**src/rtl/branch_predictor_pkg.sv**
```systemverilog
// rtl/branch_predictor_pkg.sv - shared constants and counter helper for the branch predictor
package bp_pkg;

    localparam int MODE_BIMODAL = 0;
    localparam int MODE_GSHARE  = 1;

    typedef enum logic [1:0] {
        CNT_SNT = 2'b00,
        CNT_WNT = 2'b01,
        CNT_WT  = 2'b10,
        CNT_ST  = 2'b11
    } cnt_e;

    function automatic logic [1:0] sat_next(input logic [1:0] cnt, input logic taken);
        logic [1:0] nxt;
        nxt = cnt;
        if (taken && cnt != CNT_ST) begin
            nxt = cnt + 2'd1;
        end else if (!taken && cnt != CNT_SNT) begin
            nxt = cnt - 2'd1;
        end
        return nxt;
    endfunction

endpackage

```
**src/rtl/branch_predictor_if.sv**
```systemverilog
// rtl/branch_predictor_if.sv - datapath-facing signal bundle of the branch predictor
interface branch_predictor_if #(
    parameter int PC_W   = 32,
    parameter int IDX_W  = 6,
    parameter int PERF_W = 32
);
    logic [PC_W-1:0]   pcF;
    logic              stallD;
    logic              flushD;
    logic              pred_takenD;
    logic [IDX_W-1:0]  pred_idxD;
    logic              upd_en;
    logic [IDX_W-1:0]  upd_idx;
    logic              upd_taken;
    logic              upd_mispred;
    logic [PERF_W-1:0] branch_cnt;
    logic [PERF_W-1:0] mispred_cnt;

    modport master (
        output pcF, stallD, flushD, upd_en, upd_idx, upd_taken, upd_mispred,
        input  pred_takenD, pred_idxD, branch_cnt, mispred_cnt
    );

    modport slave (
        input  pcF, stallD, flushD, upd_en, upd_idx, upd_taken, upd_mispred,
        output pred_takenD, pred_idxD, branch_cnt, mispred_cnt
    );
endinterface

```
**src/rtl/bht_table.sv**
```systemverilog
// rtl/bht_table.sv - 2-bit saturating counter array, async read, sync write
module bht_table
    import bp_pkg::*;
#(
    parameter int         IDX_W    = 6,
    parameter logic [1:0] CNT_INIT = 2'b01
) (
    input  logic             clk,
    input  logic             rst,
    input  logic [IDX_W-1:0] rd_idx,
    output logic [1:0]       rd_cnt,
    input  logic             wr_en,
    input  logic [IDX_W-1:0] wr_idx,
    input  logic             wr_taken
);

    localparam int DEPTH = 1 << IDX_W;

    logic [1:0] cnt_q [DEPTH];
    logic [1:0] cnt_d [DEPTH];

    // Read returns the pre-write value, so a same-cycle lookup sees the old counter.
    assign rd_cnt = cnt_q[rd_idx];

    always_comb begin
        cnt_d = cnt_q;
        if (wr_en) begin
            cnt_d[wr_idx] = sat_next(cnt_q[wr_idx], wr_taken);
        end
    end

    always_ff @(posedge clk) begin
        if (!rst) begin
            for (int i = 0; i < DEPTH; i++) begin
                cnt_q[i] <= CNT_INIT;
            end
        end else begin
            cnt_q <= cnt_d;
        end
    end

endmodule

```
**src/rtl/branch_predictor.sv**
```systemverilog
// rtl/branch_predictor.sv - bimodal/gshare direction predictor with D-stage registers and perf counters
module branch_predictor
    import bp_pkg::*;
#(
    parameter int         PC_W     = 32,
    parameter int         IDX_W    = 6,
    parameter int         HIST_W   = 6,
    parameter int         MODE     = 1,
    parameter logic [1:0] CNT_INIT = 2'b01,
    parameter int         PERF_W   = 32
) (
    input  logic            clk,
    input  logic            rst,
    branch_predictor_if.slave bp
);

    if (HIST_W > IDX_W || HIST_W < 1) begin : g_bad_hist
        $error("branch_predictor: HIST_W must be in 1..IDX_W");
    end

    localparam logic [PERF_W-1:0] PERF_MAX = '1;

    logic [IDX_W-1:0]  pc_idx;
    logic [IDX_W-1:0]  idx_f;
    logic [1:0]        rd_cnt;
    logic [HIST_W-1:0] ghr_q, ghr_d, ghr_shift;
    logic              pred_taken_q, pred_taken_d;
    logic [IDX_W-1:0]  pred_idx_q, pred_idx_d;
    logic [PERF_W-1:0] branch_cnt_q, branch_cnt_d;
    logic [PERF_W-1:0] mispred_cnt_q, mispred_cnt_d;
    logic              unused_pc_bits;

    assign pc_idx         = bp.pcF[IDX_W+1:2];
    assign unused_pc_bits = ^{bp.pcF[PC_W-1:IDX_W+2], bp.pcF[1:0]};

    // History sits in the low index bits; upper bits come straight from the PC.
    assign idx_f = (MODE == MODE_GSHARE) ? (pc_idx ^ IDX_W'(ghr_q)) : pc_idx;

    if (HIST_W == 1) begin : g_hist1
        assign ghr_shift = bp.upd_taken;
    end else begin : g_histn
        assign ghr_shift = {ghr_q[HIST_W-2:0], bp.upd_taken};
    end

    bht_table #(
        .IDX_W   (IDX_W),
        .CNT_INIT(CNT_INIT)
    ) u_bht (
        .clk     (clk),
        .rst     (rst),
        .rd_idx  (idx_f),
        .rd_cnt  (rd_cnt),
        .wr_en   (bp.upd_en),
        .wr_idx  (bp.upd_idx),
        .wr_taken(bp.upd_taken)
    );

    always_comb begin
        pred_taken_d = pred_taken_q;
        pred_idx_d   = pred_idx_q;
        if (bp.flushD) begin
            pred_taken_d = 1'b0;
            pred_idx_d   = '0;
        end else if (!bp.stallD) begin
            pred_taken_d = rd_cnt[1];
            pred_idx_d   = idx_f;
        end
    end

    always_comb begin
        ghr_d         = ghr_q;
        branch_cnt_d  = branch_cnt_q;
        mispred_cnt_d = mispred_cnt_q;
        if (bp.upd_en) begin
            ghr_d = ghr_shift;
            if (branch_cnt_q != PERF_MAX) begin
                branch_cnt_d = branch_cnt_q + 1'b1;
            end
            if (bp.upd_mispred && mispred_cnt_q != PERF_MAX) begin
                mispred_cnt_d = mispred_cnt_q + 1'b1;
            end
        end
    end

    always_ff @(posedge clk) begin
        if (!rst) begin
            pred_taken_q  <= 1'b0;
            pred_idx_q    <= '0;
            ghr_q         <= '0;
            branch_cnt_q  <= '0;
            mispred_cnt_q <= '0;
        end else begin
            pred_taken_q  <= pred_taken_d;
            pred_idx_q    <= pred_idx_d;
            ghr_q         <= ghr_d;
            branch_cnt_q  <= branch_cnt_d;
            mispred_cnt_q <= mispred_cnt_d;
        end
    end

    assign bp.pred_takenD = pred_taken_q;
    assign bp.pred_idxD   = pred_idx_q;
    assign bp.branch_cnt  = branch_cnt_q;
    assign bp.mispred_cnt = mispred_cnt_q;

endmodule

```
**src/flat_wrapper.sv**
```systemverilog
// flat-port wrapper written by rule: the top's interface ports become plain ports
module branch_predictor_flat import bp_pkg::*;
#(
    parameter int         PC_W     = 32,
    parameter int         IDX_W    = 6,
    parameter int         HIST_W   = 6,
    parameter int         MODE     = 1,
    parameter logic [1:0] CNT_INIT = 2'b01,
    parameter int         PERF_W   = 32
)
  (clk, rst, bp_pcF, bp_stallD, bp_flushD, bp_upd_en, bp_upd_idx, bp_upd_taken, bp_upd_mispred, bp_pred_takenD, bp_pred_idxD, bp_branch_cnt, bp_mispred_cnt);
  branch_predictor_if #(.PC_W(PC_W), .IDX_W(IDX_W), .PERF_W(PERF_W)) bp_i ();
  input  logic clk;
  input  logic rst;
  input wire logic [$bits(bp_i.pcF)-1:0] bp_pcF;
  input wire logic [$bits(bp_i.stallD)-1:0] bp_stallD;
  input wire logic [$bits(bp_i.flushD)-1:0] bp_flushD;
  input wire logic [$bits(bp_i.upd_en)-1:0] bp_upd_en;
  input wire logic [$bits(bp_i.upd_idx)-1:0] bp_upd_idx;
  input wire logic [$bits(bp_i.upd_taken)-1:0] bp_upd_taken;
  input wire logic [$bits(bp_i.upd_mispred)-1:0] bp_upd_mispred;
  output wire logic [$bits(bp_i.pred_takenD)-1:0] bp_pred_takenD;
  output wire logic [$bits(bp_i.pred_idxD)-1:0] bp_pred_idxD;
  output wire logic [$bits(bp_i.branch_cnt)-1:0] bp_branch_cnt;
  output wire logic [$bits(bp_i.mispred_cnt)-1:0] bp_mispred_cnt;
  assign bp_i.pcF = bp_pcF;
  assign bp_i.stallD = bp_stallD;
  assign bp_i.flushD = bp_flushD;
  assign bp_i.upd_en = bp_upd_en;
  assign bp_i.upd_idx = bp_upd_idx;
  assign bp_i.upd_taken = bp_upd_taken;
  assign bp_i.upd_mispred = bp_upd_mispred;
  assign bp_pred_takenD = bp_i.pred_takenD;
  assign bp_pred_idxD = bp_i.pred_idxD;
  assign bp_branch_cnt = bp_i.branch_cnt;
  assign bp_mispred_cnt = bp_i.mispred_cnt;
  branch_predictor #(.PC_W(PC_W), .IDX_W(IDX_W), .HIST_W(HIST_W), .MODE(MODE), .CNT_INIT(CNT_INIT), .PERF_W(PERF_W)) u_core (.clk(clk), .rst(rst), .bp(bp_i));
endmodule
```
**config.mk**
```make
export PLATFORM = sky130hd
export DESIGN_NAME = branch_predictor_flat
export DESIGN_NICKNAME = d
export VERILOG_FILES = /design/src/rtl/branch_predictor_pkg.sv /design/src/rtl/branch_predictor_if.sv /design/src/rtl/bht_table.sv /design/src/rtl/branch_predictor.sv /design/src/flat_wrapper.sv
export SDC_FILE = /design/constraint.sdc
export NUM_CORES = 1
export LEC_CHECK = 0
export BUFFER_PORTS_ARGS = -buffer_cell sky130_fd_sc_hd__clkbuf_2
export CORE_MARGIN = 5
export CORE_UTILIZATION = 45
export DETAILED_ROUTE_END_ITERATION = 6
export GPL_TIMING_DRIVEN = 0
export PLACE_DENSITY = 0.72
export SLEW_MARGIN = 20
export SYNTH_ARGS = -nofsm -noshare
export SYNTH_HDL_FRONTEND = slang
export SYNTH_SLANG_ARGS = --single-unit
```
**constraint.sdc**
```tcl
create_clock -name clk -period 4.5 [get_ports clk]
set_input_delay 1.125 -clock clk [delete_from_list [all_inputs] [get_ports clk]]
set_output_delay 1.125 -clock clk [all_outputs]
set_load 0.005 [all_outputs]
```
==> parameters.txt <==
Parameter                              Value

Worst setup path
  Critical path startpoint category    input port
  Depth of the most critical reg-to-reg path    12
  Crit Path Category    in2reg
  Worst setup path endpoint    u_core.u_bht.cnt_q[109]
  Slowest CP cell    sky130_fd_sc_hd__a211oi_1
  CP required    4.91 ns
  Critical Path Max Stage Delay    0.39 ns
  Crit path arrival time    around 4.8 ns
  Terminus of the critical flop-to-flop path    u_core.u_bht.cnt_q[109]
  Largest fanout on the critical path    10
  Startpoint of the most critical register-to-register path    u_core.u_bht.cnt_q[78]
  Critical Path Source    bp_upd_idx[1]
  Worst setup slack for register-to-register paths    1.02 ns
  CP Cell Sequence    clkbuf_2, buf_2, buf_2, buf_2, a221oi_1, nor2_1, o21ai_0, o21ai_0, nor4b_4, ha_1, nor2b_1, a211oi_1, o21ai_4, buf_4, clkbuf_1, o21ai_0
  Kind of end point of the critical path    flip-flop

Routing
  DR iter-0 viols    818
  Per-cell routed wire length    19.14 um
  Vias per Instance    a little under 6
  Remaining DRCs    0
  Count of vias placed by the detailed router    9018
  Number of nets still failing antenna checks after routing    0
  Initial DRT Pass Iterations    6
  Wire length after detailed routing    29650 um

Placement
  Worst-case setup slack after placement    -1.194 ns
  Routability congestion estimate from global placement    0.9762
  Total placed cells including tap cells    1504
  Number of input and output port buffers inserted    86
  Detailed placer's ending HPWL    around 21000 um

Global route
  Global-route wire length before repair    around 46000 um
  Total global routing overflow    0
  Maximum number of pins on one net before global-route repair    15
  Antenna violations before repair    0
  Total global-route track usage    between 20% and 30%
  Vias in the first global route    between 8000 and 9000

Clocking
  Worst-skew pair later-pin latency    0.51 ns
  Number of buffers inserted for hold repair after clock tree synthesis    0
  Clock Sinks    205
  Clock slew seen by the registers of the worst setup and hold paths    0.06 ns
  CTS HTree Levels    1
  Clock root cell    sky130_fd_sc_hd__clkbuf_16
  CTS Buffer Depth    3
  Clock tree from TritonCTS    yes
  Number of buffers added by the clock tree synthesis step    23

Power and ir drop
  Logic pwr share    between 10% and 20%
  Switching power    1081 uW
  Power density of the placed cells    approximately 360 nW/um2
  Leakage power total    between 0.004 and 0.005 uW
  Sw frac    26.16%
  Internal power contribution    approximately 3000 uW
  Clock network fraction of total power    44.4%
  Peak VDD IR    0.2596 mV
  Portion of total power attributed to sequential cells    between 40 and 50%

STA
  Hold violation count in the final report    0
  Final-report setup violation count    0
  Largest clock skew in the final design    0.01773 ns
  Actual transition at the worst max-transition pin    1.230 ns
  Post-route worst setup slack    0.07396 ns
  Number of pins with negative max-slew slack in the final report    0
  Timing-limited maximum frequency    between 0.2 and 0.25 GHz
  Normalized max-slew margin    17.72%
  Final worst path period share    98.36%
  Time the final worst path needs with I/O delays and setup    4.426 ns
  Final hold slack    0.4756 ns

Layout
  Nets@finish    1304
  Number of antenna repair diodes    0
  Number of standard cells in the layout, taps in and fillers out    between 1500 and 2000
  Synthesis-to-finish area growth    16.67%
  Ratio of cells with drive above 1 in the final layout    15.92%

Logic synthesis
  Number of storage elements in the synthesis netlist    205
  Number of flops mapped to enable cells by yosys    0
  Synth Flop Type    sky130_fd_sc_hd__dfxtp_1
  Post-Syn Area    9864 um2
  Synth unique cells    54
  Post-synth ARST share    0%
  Count of synthesis-stage warnings from yosys    0
  Synthesized area divided by synthesized cell count    around 8.7 um2
  Synth Net Count    1184
  Instance count of the mapped netlist    1135
  Sequential share of the synthesized area    41.60%

Floorplan
  Initial core utilization    approximately 45%
  Number of placement rows    54
  Area inside the core boundary    21690 um2
  Area of the die    24980 um2
  Die Y    158.1 um
  Die Span X    158.1 um
  Top-level port count    116

Min path
  Hold WC Path Type    reg2reg

Run
  Max Cap Violations    0

Outcome
  Outcome    finished clean
[flip-flops by register name, indices dropped and copies added, names as in the netlist]
register               flops
u_core.u_bht.cnt_q       128
u_core.bp.branch_cnt      32
u_core.bp.mispred_cnt     32
u_core.bp.pred_idxD        6
u_core.ghr_q               6
u_core.bp.pred_takenD      1
[what timing repair did]
item / in CTS / in global routing
endpoints found under the setup margin: 128 / 48
buffers inserted: 4 / 2
hold endpoints to repair: 0 / 0
pin swaps: 1 / 1
resized for setup: 5 / 4
[cells in the mapped netlist, drive strengths merged (4+ instances only)]
cell type | n | area (um2)
dfxtp | 205 | 4104
nand2 | 198 | 743.2
nand3 | 94 | 470.5
o21ai | 87 | 435.4
o211ai | 67 | 603.1
and2 | 51 | 319.1
clkbuf | 44 | 165.2
mux2i | 43 | 430.4
xnor2 | 38 | 332.8
nor2 | 32 | 120.1
a21oi | 26 | 130.1
xor2 | 24 | 229.0
nor2b | 23 | 143.9
buf | 21 | 155.1
nand4 | 14 | 87.58
a221oi | 13 | 113.9
a21boi | 12 | 90.09
inv | 12 | 45.04
o22ai | 12 | 75.07
mux2 | 11 | 123.9
nor4 | 11 | 68.82
or3 | 11 | 68.82
and3 | 10 | 62.56
and4 | 10 | 87.58
nor3 | 10 | 50.05
mux4 | 9 | 202.7
a22oi | 6 | 45.04
nand2b | 6 | 37.54
ha | 4 | 50.05
nor3b | 4 | 30.03
o221ai | 4 | 35.03
[worst min path at each step]
stage	slack [ns]	end	start	cells past startpoint
2_1_floorplan	0.44	u_core.u_bht.cnt_q[2]	u_core.u_bht.cnt_q[2]	2
3_3_place_gp	0.45	u_core.u_bht.cnt_q[2]	u_core.u_bht.cnt_q[2]	2
5_1_grt	0.50	u_core.u_bht.cnt_q[0]	u_core.u_bht.cnt_q[0]	2
3_5_place_dp	0.46	u_core.u_bht.cnt_q[28]	u_core.u_bht.cnt_q[28]	2
4_1_cts	0.48	u_core.u_bht.cnt_q[28]	u_core.u_bht.cnt_q[28]	2
6_report	0.48	u_core.u_bht.cnt_q[28]	u_core.u_bht.cnt_q[28]	2
[placed cells by master (no fill, tap or decap), types with 12 or more instances in the layout]
master | Yosys | layout
sky130_fd_sc_hd__nand2_1 | 198 | 198
sky130_fd_sc_hd__dfxtp_1 | 205 | 205
sky130_fd_sc_hd__nand4_1 | 14 | 14
sky130_fd_sc_hd__o211ai_2 | 20 | 20
sky130_fd_sc_hd__o21ai_0 | 86 | 86
sky130_fd_sc_hd__a21oi_1 | 26 | 26
sky130_fd_sc_hd__and2_1 | 50 | 50
sky130_fd_sc_hd__o211ai_1 | 47 | 47
sky130_fd_sc_hd__nor2b_1 | 23 | 23
sky130_fd_sc_hd__xnor2_1 | 38 | 38
sky130_fd_sc_hd__a221oi_1 | 13 | 13
sky130_fd_sc_hd__clkbuf_16 | 0 | 23
sky130_fd_sc_hd__a21boi_0 | 12 | 12
sky130_fd_sc_hd__inv_1 | 12 | 12
sky130_fd_sc_hd__clkbuf_2 | 0 | 90
sky130_fd_sc_hd__nand3_1 | 94 | 94
sky130_fd_sc_hd__xor2_1 | 23 | 23
sky130_fd_sc_hd__clkbuf_1 | 44 | 43
sky130_fd_sc_hd__o22ai_1 | 12 | 12
sky130_fd_sc_hd__mux2i_1 | 43 | 43
sky130_fd_sc_hd__nor2_1 | 32 | 32
[per-stage QoR]
stage / setup TNS [ns] / instance area [um2] / power [uW] / utilization (%)
floorplan: 0 / 9864 / 2152 / -
global placement: -105.97 / 10650 / 2291 / 49.08
detailed placement: -113.10 / 10690 / 2294 / 49.27
CTS: 0 / 11470 / 4145 / 52.88
global route: -0.02172 / 11510 / 4269 / 53.06
finish: 0 / 11510 / 4133 / 53.06
[critical path: cells and delay by family]
kind / cells / cell delay, ns
compound gates: 6 / 1.53
simple gates: 3 / 0.58
fa+ha+maj: 1 / 0.30
buf+inv: 6 / 1.27
[power groups by stage]
stage                     sequential [uW]  combinational [uW]  clock (uW)
after floorplan                      1880                 274           0
after global placement               1880                 411           0
after detailed placement             1880                 414           0
after CTS                            1840                 441        1860
after global routing                 1840                 485        1940
final                                1840                 458        1840
[per-layer routing]
metal  track usage, %  up-vias  share of wire (%)
met3            5.167       55                9.4
met5                0        -                  0
met4            6.296        0                2.3
met2            36.26      414                 43
li1                 -     4316                  -
met1            33.19     4233                 45
[area by class of cell]
class                           count  area (um2)
Sequential cell                   205        4104
Fill cell                        1995       10180
Tap cell                          280       350.3
Inverter                           13       48.80
Clock inverter                     11       121.4
Buffer                             65       327.8
Timing Repair Buffer               95       514.2
Multi-Input combinational cell    852        5438
Clock buffer                       28       604.3
[logic make-up after synthesis]
kind of cell,count (synthesis),synth area share (%)
simple gates,482,24.00
compound gates,241,16.78
flops,205,41.60
buf+inv,78,3.742
mux,63,7.674
xor+xnor,62,5.695
fa+ha+maj,4,0.5074
Note: power is estimated with default switching activity, not from simulation.
